<file path="src/rtl/golden_nonce_uart_tx.sv">
// golden_nonce_uart_tx
// Host-link transmit path for golden nonces. Nonces strobed in by the hasher
// core are buffered in a small FIFO. Each one is sent on TxD as four 8N1
// bytes, most significant byte first and LSB first within each byte.
//
// Ports:
//   clk           system clock, rising edge
//   reset_n       asynchronous active-low reset
//   nonce_valid   one-cycle strobe qualifying golden_nonce
//   golden_nonce  32-bit nonce to report
//   TxD           registered serial output, idle high
//   busy          registered: FIFO non-empty or a frame in progress
//   fifo_full     registered: FIFO holds FIFO_DEPTH entries
//   overflow      sticky: a nonce was dropped (cleared only by reset)
module golden_nonce_uart_tx #(
  parameter int SPEED_MHZ  = 50,
  parameter int BAUD_RATE  = 115200,
  parameter int FIFO_DEPTH = 4
) (
  input  logic        clk,
  input  logic        reset_n,
  input  logic        nonce_valid,
  input  logic [31:0] golden_nonce,
  output logic        TxD,
  output logic        busy,
  output logic        fifo_full,
  output logic        overflow
);

  localparam int CLKS_PER_BIT = (SPEED_MHZ * 1000000 + BAUD_RATE / 2) / BAUD_RATE;
  localparam int DIV_W        = (CLKS_PER_BIT > 1) ? $clog2(CLKS_PER_BIT) : 1;
  localparam int PTR_W        = $clog2(FIFO_DEPTH);
  localparam int CNT_W        = $clog2(FIFO_DEPTH + 1);

  localparam logic [DIV_W-1:0] DIV_LAST = DIV_W'(CLKS_PER_BIT - 1);
  localparam logic [DIV_W-1:0] DIV_ZERO = {DIV_W{1'b0}};
  localparam logic [CNT_W-1:0] CNT_FULL = CNT_W'(FIFO_DEPTH);
  localparam logic [CNT_W-1:0] CNT_ZERO = {CNT_W{1'b0}};
  localparam logic [CNT_W-1:0] CNT_ONE  = CNT_W'(1);
  localparam logic [PTR_W-1:0] PTR_ZERO = {PTR_W{1'b0}};
  localparam logic [PTR_W-1:0] PTR_ONE  = PTR_W'(1);

  typedef enum logic [1:0] {
    ST_IDLE  = 2'd0,
    ST_START = 2'd1,
    ST_DATA  = 2'd2,
    ST_STOP  = 2'd3
  } state_t;

  // FIFO storage and bookkeeping
  logic [31:0]      mem_r [FIFO_DEPTH];
  logic [PTR_W-1:0] wr_ptr_r;
  logic [PTR_W-1:0] rd_ptr_r;
  logic [CNT_W-1:0] count_r;
  logic [CNT_W-1:0] count_next_s;
  logic             full_r;
  logic             ovf_r;

  // Transmitter state
  state_t           state_r;
  logic [DIV_W-1:0] div_r;
  logic [2:0]       bit_idx_r;
  logic [1:0]       byte_idx_r;
  logic [31:0]      word_r;
  logic             txd_r;
  logic             busy_r;

  // Combinational controls
  logic       tick_s;
  logic       pop_s;
  logic       push_s;
  logic       drop_s;
  logic       not_empty_s;
  logic [7:0] cur_byte_s;
  logic       tx_bit_s;

  // Bit-period end, FIFO pop/push/drop decisions for this cycle.
  always_comb begin
    tick_s      = (div_r == DIV_LAST);
    not_empty_s = (count_r != CNT_ZERO);
    pop_s       = 1'b0;
    case (state_r)
      ST_IDLE: pop_s = not_empty_s;
      // The last stop bit of a word chains straight into the next queued word.
      ST_STOP: pop_s = tick_s && (byte_idx_r == 2'd3) && not_empty_s;
      default: pop_s = 1'b0;
    endcase
    // A full FIFO still accepts a push when a pop frees a slot in the same cycle.
    push_s = nonce_valid && ((count_r != CNT_FULL) || pop_s);
    drop_s = nonce_valid && !push_s;
  end

  // Next FIFO occupancy from this cycle's push/pop pair.
  always_comb begin
    count_next_s = count_r;
    case ({push_s, pop_s})
      2'b10:   count_next_s = count_r + CNT_ONE;
      2'b01:   count_next_s = count_r - CNT_ONE;
      default: count_next_s = count_r;
    endcase
  end

  // Select the byte being sent (byte 0 is the most significant).
  always_comb begin
    cur_byte_s = 8'h00;
    case (byte_idx_r)
      2'd0:    cur_byte_s = word_r[31:24];
      2'd1:    cur_byte_s = word_r[23:16];
      2'd2:    cur_byte_s = word_r[15:8];
      default: cur_byte_s = word_r[7:0];
    endcase
  end

  // Line level implied by the current state; registered into TxD below.
  always_comb begin
    tx_bit_s = 1'b1;
    case (state_r)
      ST_START: tx_bit_s = 1'b0;
      ST_DATA:  tx_bit_s = cur_byte_s[bit_idx_r];
      default:  tx_bit_s = 1'b1;
    endcase
  end

  // Nonce FIFO: storage, pointers, occupancy, full flag and sticky overflow.
  always_ff @(posedge clk or negedge reset_n) begin
    if (!reset_n) begin
      for (int i = 0; i < FIFO_DEPTH; i++) begin
        mem_r[i] <= 32'h0000_0000;
      end
      wr_ptr_r <= PTR_ZERO;
      rd_ptr_r <= PTR_ZERO;
      count_r  <= CNT_ZERO;
      full_r   <= 1'b0;
      ovf_r    <= 1'b0;
    end else begin
      if (push_s) begin
        mem_r[wr_ptr_r] <= golden_nonce;
        wr_ptr_r        <= wr_ptr_r + PTR_ONE;
      end else begin
        wr_ptr_r        <= wr_ptr_r;
      end
      if (pop_s) begin
        rd_ptr_r <= rd_ptr_r + PTR_ONE;
      end else begin
        rd_ptr_r <= rd_ptr_r;
      end
      count_r <= count_next_s;
      full_r  <= (count_next_s == CNT_FULL);
      if (drop_s) begin
        ovf_r <= 1'b1;
      end else begin
        ovf_r <= ovf_r;
      end
    end
  end

  // Transmit FSM with baud divider and registered TxD/busy.
  always_ff @(posedge clk or negedge reset_n) begin
    if (!reset_n) begin
      state_r    <= ST_IDLE;
      div_r      <= DIV_ZERO;
      bit_idx_r  <= 3'd0;
      byte_idx_r <= 2'd0;
      word_r     <= 32'h0000_0000;
      txd_r      <= 1'b1;
      busy_r     <= 1'b0;
    end else begin
      // Outputs follow the state one cycle later, so every period keeps its length.
      txd_r  <= tx_bit_s;
      busy_r <= (state_r != ST_IDLE) || not_empty_s;
      case (state_r)
        ST_IDLE: begin
          div_r <= DIV_ZERO;
          if (pop_s) begin
            word_r     <= mem_r[rd_ptr_r];
            byte_idx_r <= 2'd0;
            state_r    <= ST_START;
          end else begin
            state_r    <= ST_IDLE;
          end
        end
        ST_START: begin
          if (tick_s) begin
            div_r     <= DIV_ZERO;
            bit_idx_r <= 3'd0;
            state_r   <= ST_DATA;
          end else begin
            div_r     <= div_r + DIV_W'(1);
          end
        end
        ST_DATA: begin
          if (tick_s) begin
            div_r <= DIV_ZERO;
            if (bit_idx_r == 3'd7) begin
              state_r   <= ST_STOP;
            end else begin
              bit_idx_r <= bit_idx_r + 3'd1;
            end
          end else begin
            div_r <= div_r + DIV_W'(1);
          end
        end
        ST_STOP: begin
          if (tick_s) begin
            div_r <= DIV_ZERO;
            if (byte_idx_r != 2'd3) begin
              byte_idx_r <= byte_idx_r + 2'd1;
              state_r    <= ST_START;
            end else if (pop_s) begin
              word_r     <= mem_r[rd_ptr_r];
              byte_idx_r <= 2'd0;
              state_r    <= ST_START;
            end else begin
              state_r    <= ST_IDLE;
            end
          end else begin
            div_r <= div_r + DIV_W'(1);
          end
        end
        default: begin
          div_r   <= DIV_ZERO;
          state_r <= ST_IDLE;
        end
      endcase
    end
  end

  assign TxD       = txd_r;
  assign busy      = busy_r;
  assign fifo_full = full_r;
  assign overflow  = ovf_r;

endmodule

</file>
<file path="config.mk">
export PLATFORM = sky130hd
export DESIGN_NAME = golden_nonce_uart_tx
export DESIGN_NICKNAME = d
export VERILOG_FILES = /design/src/rtl/golden_nonce_uart_tx.sv
export SDC_FILE = /design/constraint.sdc
export NUM_CORES = 1
export LEC_CHECK = 0
export BUFFER_PORTS_ARGS = -buffer_cell sky130_fd_sc_hd__buf_2
export CAP_MARGIN = 20
export CORE_MARGIN = 2
export CORE_UTILIZATION = 35
export CTS_CLUSTER_DIAMETER = 80
export CTS_CLUSTER_SIZE = 20
export DETAILED_ROUTE_END_ITERATION = 6
export PLACE_DENSITY = 0.6
export SKIP_LAST_GASP = 1
export SLEW_MARGIN = 10
export SYNTH_ARGS = -nofsm -noshare
export SYNTH_HDL_FRONTEND = slang
export SYNTH_SLANG_ARGS = --single-unit
</file>
<file path="constraint.sdc">
create_clock -name clk -period 3.25 [get_ports clk]
set_input_delay 0.65 -clock clk [delete_from_list [all_inputs] [get_ports clk]]
set_output_delay 0.65 -clock clk [all_outputs]
set_load 0.01 [all_outputs]
</file>
Word level (Yosys, flattened, before mapping)
Index checks and enable logic that the tools add are counted.

storage, ports and cells
  bits in registers = 187
  bits of input ports = 35
  output and inout bits = 4
  word-level logic and storage cells = 100

operators by class
  add/sub/neg operators = 7
  magnitude comparators = 4
  eq/ne operators = 19
  muxes and demuxes = 33
  bitwise operators = 2
  reduce and logical (&&, ||, !) cells = 19

operator list
  operator             number
  $mux 32              6
  $bwmux 128           1
  $bmux 32 s2          1
  $demux 32 s2         1
  $pmux 32 s2          1
  $pmux 8 s3           1
  $pmux 9 s2           1
  $mux 2               8
  $ne 2x2->1 const B   7
  $pmux 3 s2           2
  $eq 2x2->1 const B   5
  $add 9x1->9 const B  1
  $eq 9x9->1 const B   1
  $mux 3               3
  $mux 9               1
  $pmux 2 s4           1
  $reduce_and 4->1     2
  $add 2x1->2 const B  3
  $add 3x1->3 const B  2
  $eq 2x1->1 const B   3
  $eq 3x3->1 const B   2
  $ge 3x3->1 const B   2
  $not 2->3            2
  $reduce_bool 2->1    3
  other kinds (16)     24

Logic depth before layout (Yosys ltp)
Gate-level depths: netlist of the first run.

  depth after elaboration = 9
  gate-level depth with buffers = 10
  mapped depth without buffers = 10

Worst setup path after synthesis of the first run
OpenSTA, ideal clock, no wires.

  path kind = reg-to-reg
  start = register div_r[0]
  end = register full_r, in the netlist fifo_full
  setup time = 0.101 ns
  arrival time = 2.233 ns
  data required time = 3.149 ns
  slack = 0.917 ns
  stages on the path, launching flop included = 9
  path buffers = 0
  period minus slack after synthesis = 2.333 ns
  path through = dfrtp_1 > ha_1 > and4bb_1 > a41oi_4 > nand2b_1 > nor2_1 > fa_1 > nand2b_1 > o32ai_1

on the way
  longest elaborated chain between the ends = 9
  elaborated cells on any way between the ends = 10
  those cells by class = eq/ne: 4; mux: 2; reduce/logical: 4

RTL lines
  what                                      line  source
  from (decl)                               61    logic [DIV_W-1:0] div_r;
  from (signal assigned)                    188   div_r <= div_r + DIV_W'(1);
  from (signal assigned)                    200   div_r <= div_r + DIV_W'(1);
  from (signal assigned)                    217   div_r <= div_r + DIV_W'(1);
  $eq 9x9->1 (*)                            79    tick_s = (div_r == DIV_LAST);
  $logic_and 1x1->1 (*) (2 in series)       85    ST_STOP: pop_s = tick_s && (byte_idx_r == 2'd3) && not_empty_s;
  $pmux 1 s2 (*)                            82    case (state_r)
  $logic_or 1x1->1                          89    push_s = nonce_valid && ((count_r != CNT_FULL) || pop_s);
  $logic_and 1x1->1                         89
  $eq 2x1->1 or $eq 2x2->1 (tied branches)  96    case ({push_s, pop_s})
  $pmux 3 s2 (*)                            96
  $eq 3x3->1 (*)                            148   full_r <= (count_next_s == CNT_FULL);
  to (signal assigned)                      148
  to (decl)                                 56    logic full_r;

Every way passes the cells marked *; elsewhere a longest branch is shown, timed or not.
A chain may end at the register's enable or synchronous reset.

Worst setup path in the final report of the first run
  start = register state_r[0]
  end = register full_r, in the netlist fifo_full

on the way
  longest elaborated chain between the ends = 7
  elaborated cells on any way between the ends = 9
  those cells by class = eq/ne: 4; mux: 2; reduce/logical: 3

RTL lines
  what                                           line  source
  from (decl)                                    60    state_t state_r;
  from (signal assigned)                         160   state_r <= ST_IDLE;
  from (signal assigned)                         177   state_r <= ST_START;
  from (signal assigned)                         179   state_r <= ST_IDLE;
  $eq 2x2->1 or $logic_not 2->1 (tied branches)  82
  $pmux 1 s2 (*)                                 82
  $logic_or 1x1->1                               89
  $logic_and 1x1->1                              89
  $eq 2x1->1 or $eq 2x2->1 (tied branches)       96
  $pmux 3 s2 (*)                                 96
  $eq 3x3->1 (*)                                 148

Marked as above.

==> reports/results.txt, run 1 <==
sequential-to-total area share from yosys stat = 0.5373
All-Layer GR Usage = 0.1428
Die Ht = 161.8 microns
nets@finish = 664
Placed Cells = 916
syn_nets = 630
total number of vias = 4894
Setup TNS = 0 ns
CP Max Fanout = 8
Horiz. Die Dim = 161.8 microns
Worst-Skew Late Latency = 0.43 ns
Setup violations, final = 0
H-tree depth = 4
via count of the first global-routing pass = 5354
worst setup path category = flip-flop to flip-flop
Final Critical Period = 2.630 ns
row count = 57
Syn Inst Count = 577
Synth Register Bits = 187
largest net degree at the start of global routing = 93
multi-input logic area = 3775 sq um
TritonCTS Buffers = 17
hold crit path type = primary input to asynchronous set/reset pin
maxcap violations = 0
starting density of the core = 0.3572
Worst-path clk slew = 0.07 ns
setup bufs post-CTS = 0
drt first pass iters = 7
initial DRC count = 237
Crit. End Element = flip-flop
Max Slew Vio Count = 0
DP HPWL = 11560 microns
# fillers = 2284
ANT cells = 0
initial antenna violation count = 1
Pwr Total = 7.534 mW
Crit path largest cell delay = 0.46 ns
maximum VDD drop = 0.0003483 V
# DRC = 0
Slowest-stage cell, CP = fa_1
RSZ-0062 raised after global routing = no
first-pass GRT wire length = 28900 microns
status = finished clean
core area = 24390 sq um
Max Buffers Root-to-Sink = 2
CTS resizes = 0
Mapped Avg Cell Area = 15.10 sq um
IO buf count = 38
crit share post-route = 0.8093
Layout Cells excl Fill = 947
Worst Max-Slew Pin Slew = 0.7951 ns
routed wire length = 17420 microns
Netlist cell types = 53
Root Driver = clkbuf_16
Ys Warns = 0
Routed Antenna Nets = 0
setup ws final = 0.6197 ns
Fin Hold WS = 0.1768 ns
Most used DFF post-synth = dfrtp_1
CP Launch Type = flip-flop
overflow left after global routing = 0
gpl congestion = 0.7644
CP Data Arrival Time = 2.96 ns
fraction of layout cells with a size suffix above 1 = 0.3660
power density cells = 768.6 nW/um^2
Fin. Hold Viols = 0
worst path cell trace = inv_1, ha_1, nor2_1, nand2b_1, nor2_1, fa_1, nand2b_1, o32ai_1
Synth async-reset ratio = 1.000
Ports = 39
Post-synth EDFFs = 0
die area = 26170 sq um
Mapped Area = 8712 sq um
DR WL/cell = 18.40 microns
Fmax achieved = 0.3802 GHz
Area Growth Syn to Fin = 12.52%
Worst Path Required = 3.58 ns
Post-CTS Hold Buffers = 0
CTS tree = yes
CTS Sinks = 187
P_leak = 4.261 nW
Reg area = 4682 sq um
vias per cell = 5.168
Layout Skew = 0.006773 ns
pre-CTS setup slack = 0.6594 ns
Max-Slew Margin vs Limit = 0.4632
cell families after synthesis:
| logic type | synth area share |
|---|---|
| fa+ha+maj | 0.02671 |
| xor+xnor | 0.01005 |
| compound gates | 0.05429 |
| mux | 0.3023 |
| flops | 0.5373 |
| buf+inv | 0.02987 |
| simple gates | 0.03949 |
area by class of cell:
type / count / share of cell area
clock buffer: 21 / 0.04799
clock inverter: 10 / 0.008424
inverter: 9 / 0.003446
multi-input combinational: 347 / 0.3851
sequential: 187 / 0.4776
tap: 324 / 0.04135
timing repair buffer: 49 / 0.03612
synth_stat cells, types with 3 or more instances:
master,n,share of area
a221oi_1,3,0.0030
o21ai_0,7,0.0040
nor3_1,3,0.0017
and3_1,3,0.0022
o211ai_4,4,0.0098
a22o_1,7,0.0070
mux2_2,103,0.13
ha_1,17,0.024
mux4_2,34,0.088
buf_2,7,0.0040
xnor2_1,6,0.0060
buf_6,12,0.016
a22oi_1,5,0.0043
nand2_1,12,0.0052
dfrtp_1,186,0.53
mux2_1,62,0.080
clkbuf_1,11,0.0047
xor2_1,4,0.0040
nand2b_1,5,0.0036
inv_1,9,0.0039
buf_1,4,0.0017
nand3_1,3,0.0017
a21oi_1,11,0.0063
nor2_1,24,0.010
layout by cell type (no fill, tap or decap), drive strengths merged, types with 2 or more instances in the layout:
cell type,synthesis,layout
xnor2,6,6
xor2,4,4
o21ai,8,8
nor3,3,3
clkinvlp,0,3
a22oi,5,5
nand2b,5,5
and3,3,3
buf,23,49
a211oi,2,2
mux2,165,165
nand2,12,12
nand3,3,3
clkbuf,11,21
and4b,2,2
o211ai,4,4
o32ai,2,2
a21oi,11,11
a222oi,2,2
nor2b,2,2
o22ai,2,2
a221oi,3,3
a22o,7,7
clkinv,0,3
dfrtp,186,186
or3,2,2
nor2,25,25
inv,9,13
ha,17,17
mux4,34,34
sequential cells by signal, indices dropped and copies added (netlist names):
name / cells
TxD: 1
bit_idx_r: 3
busy: 1
byte_idx_r: 2
count_r: 3
div_r: 9
fifo_full: 1
mem_r: 128
overflow: 1
rd_ptr_r: 2
state_r: 2
word_r: 32
wr_ptr_r: 2
per-layer routing:
metal | wire length [microns] | track usage | vias to the layer above
li1 | - | - | 2202
met1 | 7461 | 0.1755 | 2582
met2 | 8928 | 0.2451 | 84
met3 | 638 | 0.03218 | 24
met4 | 376 | 0.05632 | 2
met5 | 16 | 0 | -
critical path, delay by kind of cell, from the launching register on:
family,cells,cell delay [ns]
adders and majority gates,2,0.89
and+or+nand+nor,4,0.89
DFF,1,0.40
AOI/OAI and AO/OA,1,0.26
buffers and inverters,1,0.08
stage by stage:
stage | instance area (sq um) | utilization
6_report | 9803 | 0.4019
5_1_grt | 9803 | 0.4019
4_1_cts | 9803 | 0.4019
3_5_place_dp | 9250 | 0.3792
3_3_place_gp | 9250 | 0.3792
2_1_floorplan | 8712 | -
where the power goes:
group          leakage [nW]  switching [mW]  total [mW]  internal [mW]
clock                 0.264           0.890        1.94           1.05
sequential             2.30           0.438        3.63           3.19
combinational          1.70           0.767        1.97           1.20
total                  4.26            2.10        7.53           5.44
final timing paths:
kind	cells past startpoint	endpoint	from	slack, ns
max in group asynchronous	2	rd_ptr_r[0]	reset_n	2.11
min	1	mem_r[69]	reset_n	0.18
min reg2reg	1	mem_r[59]	mem_r[59]	0.49
max	8	fifo_full	state_r[0]	0.62
min in group clk	2	mem_r[52]	golden_nonce[20]	0.47
max reg2reg	8	fifo_full	state_r[0]	0.62
Power figures use the tool's default switching activity.
==> run 2: changes to the inputs <==
Settings changed: PLACE_DENSITY 0.6 to 0.62.
Clock period 3.25 ns to 2.3 ns, I/O delays scaled along.
==> run 2 against run 1 <==
Via count up 4.2%. Power up 51%. Clock skew up 0.0047 ns. First-iteration DRC count down 11%. Register-to-register slack worse by 0.60 ns. Maximum frequency up 15%. Cell count up 3.9%. Critical endpoint unchanged.
==> reports/results.txt, run 2 (synthesis results as in run 1) <==
Max Slew Vio Count = 0 (unchanged)
Setup TNS = 0 ns (unchanged)
Die Ht = 161.8 microns (unchanged)
Final Critical Period = 2.280 ns (-0.3506 ns)
Pwr Total = 11.41 mW (+51%)
FF-to-FF Start = state_r[0]
buffers plus inverters on the worst setup path = 2 (+1)
worst setup path category = flip-flop to flip-flop
Fmax achieved = 0.4387 GHz (+15%)
CP Max Fanout = 6 (-2)
die area = 26170 sq um (unchanged)
gpl congestion = 0.7796 (+2.0%)
Worst Path Required = 2.64 ns (-0.94 ns)
Routed Antenna Nets = 0 (unchanged)
Slowest-stage cell, CP = or4bb_1
Crit. End Element = flip-flop
Largest regs = mem_r: 128 flops, word_r: 32 flops, div_r: 9 flops
pre-CTS setup slack = 0.04012 ns (-0.6193 ns)
vias per cell = 5.182 (+0.27%)
via count of the first global-routing pass = 5556 (+3.8%)
routed wire length = 19510 microns (+12%)
worst min-delay path startpoint = golden_nonce[15]
commonest non-fill, non-tap cell in the layout = dfrtp_1
Setup crit start = state_r[0]
Max Buffers Root-to-Sink = 2 (unchanged)
CP Data Arrival Time = 2.61 ns (-0.35 ns)
total number of vias = 5099 (+4.2%)
starting density of the core = 0.3572 (unchanged)
Area Growth Syn to Fin = 19.72%
Ports = 39 (unchanged)
Max-Slew Margin vs Limit = 0.6300 (+0.1669)
Worst-path clk slew = 0.07 ns (about the same)
nets@finish = 700 (+5.4%)
initial DRC count = 210 (-11%)
CTS Sinks = 187 (unchanged)
setup ws final = 0.02034 ns (-0.5994 ns)
Crit path largest cell delay = 0.57 ns (+0.11 ns)
DP Area = 9495 sq um (+2.7%)
overflow left after global routing = 0 (unchanged)
CTS tree = yes
status = finished clean
initial antenna violation count = 0 (-1)
Fin. Hold Viols = 0 (unchanged)
max FFs per register = 128 (unchanged)
DR WL/cell = 19.83 microns (+7.8%)
crit share post-route = 0.9912 (+0.1818)
row count = 57 (unchanged)
design area = 10430 sq um (+6.4%)
RSZ-0062 raised after global routing = yes
drt first pass iters = 4 (-3)
Top reg by flops = mem_r
fraction of layout cells with a size suffix above 1 = 0.4091 (+0.04312)
P_leak = 4.590 nW (+7.7%)
power density cells = 1094 nW/um^2 (+42%)
Horiz. Die Dim = 161.8 microns (unchanged)
first-pass GRT wire length = 29790 microns (+3.1%)
# DRC = 0 (unchanged)
maximum VDD drop = 0.0005417 V (+56%)
core area = 24390 sq um (unchanged)
CP Launch Type = flip-flop
Worst-Skew Late Latency = 0.43 ns (about the same)
TritonCTS Buffers = 17 (unchanged)
largest net degree at the start of global routing = 58 (-38%)
ANT cells = 0 (unchanged)
Layout Skew = 0.01149 ns (+0.004720 ns)
cell family with most CP delay = compound AO/OA/AOI/OAI gates
hold crit path type = primary input to flip-flop
IO buf count = 38 (unchanged)
DP HPWL = 12680 microns (+9.7%)
most frequent cells in the layout = 185 x dfrtp_1, 103 x mux2_2, 62 x mux2_1
Worst Max-Slew Pin Slew = 0.5536 ns (-0.2415 ns)
Root Driver = clkbuf_16
maxcap violations = 0 (unchanged)
All-Layer GR Usage = 0.1468 (+0.003970)
Setup violations, final = 0 (unchanged)
worst path cell trace = inv_1, ha_2, or4bb_1, o32ai_4, buf_4, a211oi_2, o32ai_2
H-tree depth = 4 (unchanged)
[run 2: cell types whose count changed in the layout (fill, tap and decap cells not counted), moves of 4 or more]
cell	previous run	this run
buf_4	5	19
buf_6	1	5
clkbuf_16	17	23
buf_12	6	17
[run 2: routing by layer]
layer	track usage	vias to the layer above	routed length, microns
li1	-	2286	-
met1	0.1832	2715	8844
met2	0.2578	77	9836
met3	0.03575	21	588
met4	0.03419	0	241
met5	0	-	0
[run 2: final timing paths]
| kind | to | slack [ns] | depth (start not counted) |
|---|---|---|---|
| worst max register to register | fifo_full | 0.02 | 7 |
| max in group asynchronous | TxD | 1.06 | 3 |
| worst min-delay path | mem_r[79] | 0.28 | 2 |
| min in group asynchronous | mem_r[101] | 0.54 | 2 |
| worst min register to register | overflow | 0.47 | 1 |
| worst max-delay path | fifo_full | 0.02 | 7 |
[run 2: repair_timing]
action,CTS,global route
hold buffers,1,0
endpoints found under the setup margin,0,95
hold endpoints to repair,43,0
resized for setup,0,11
setup buffers,0,6
[run 2: final cells by class]
type / count / area, sq um
clock buffer: 21 / 440.4
fill: 2173 / 13960
tap: 324 / 405.4
sequential: 187 / 4682
inverter: 9 / 33.78
timing repair buffer: 85 / 884.6
multi-input combinational: 347 / 3826
clock inverter: 11 / 157.7
[run 2: through the flow]
step | instances | util | hold slack, ns
floorplan | 577 | - | 0.1644
global placement | 936 | 0.3893 | 0.4264
finish | 984 | 0.4276 | 0.2798
CTS | 969 | 0.4142 | 0.2683
global route | 984 | 0.4276 | 0.2719
detailed placement | 936 | 0.3893 | 0.4384
[run 2: power by group]
| group | leakage [nW] | internal, mW | total (mW) | switching (mW) |
|---|---|---|---|---|
| sequential | 2.30 | 4.51 | 5.13 | 0.619 |
| clock | 0.289 | 1.73 | 3.00 | 1.27 |
| combinational | 2.00 | 2.03 | 3.29 | 1.26 |
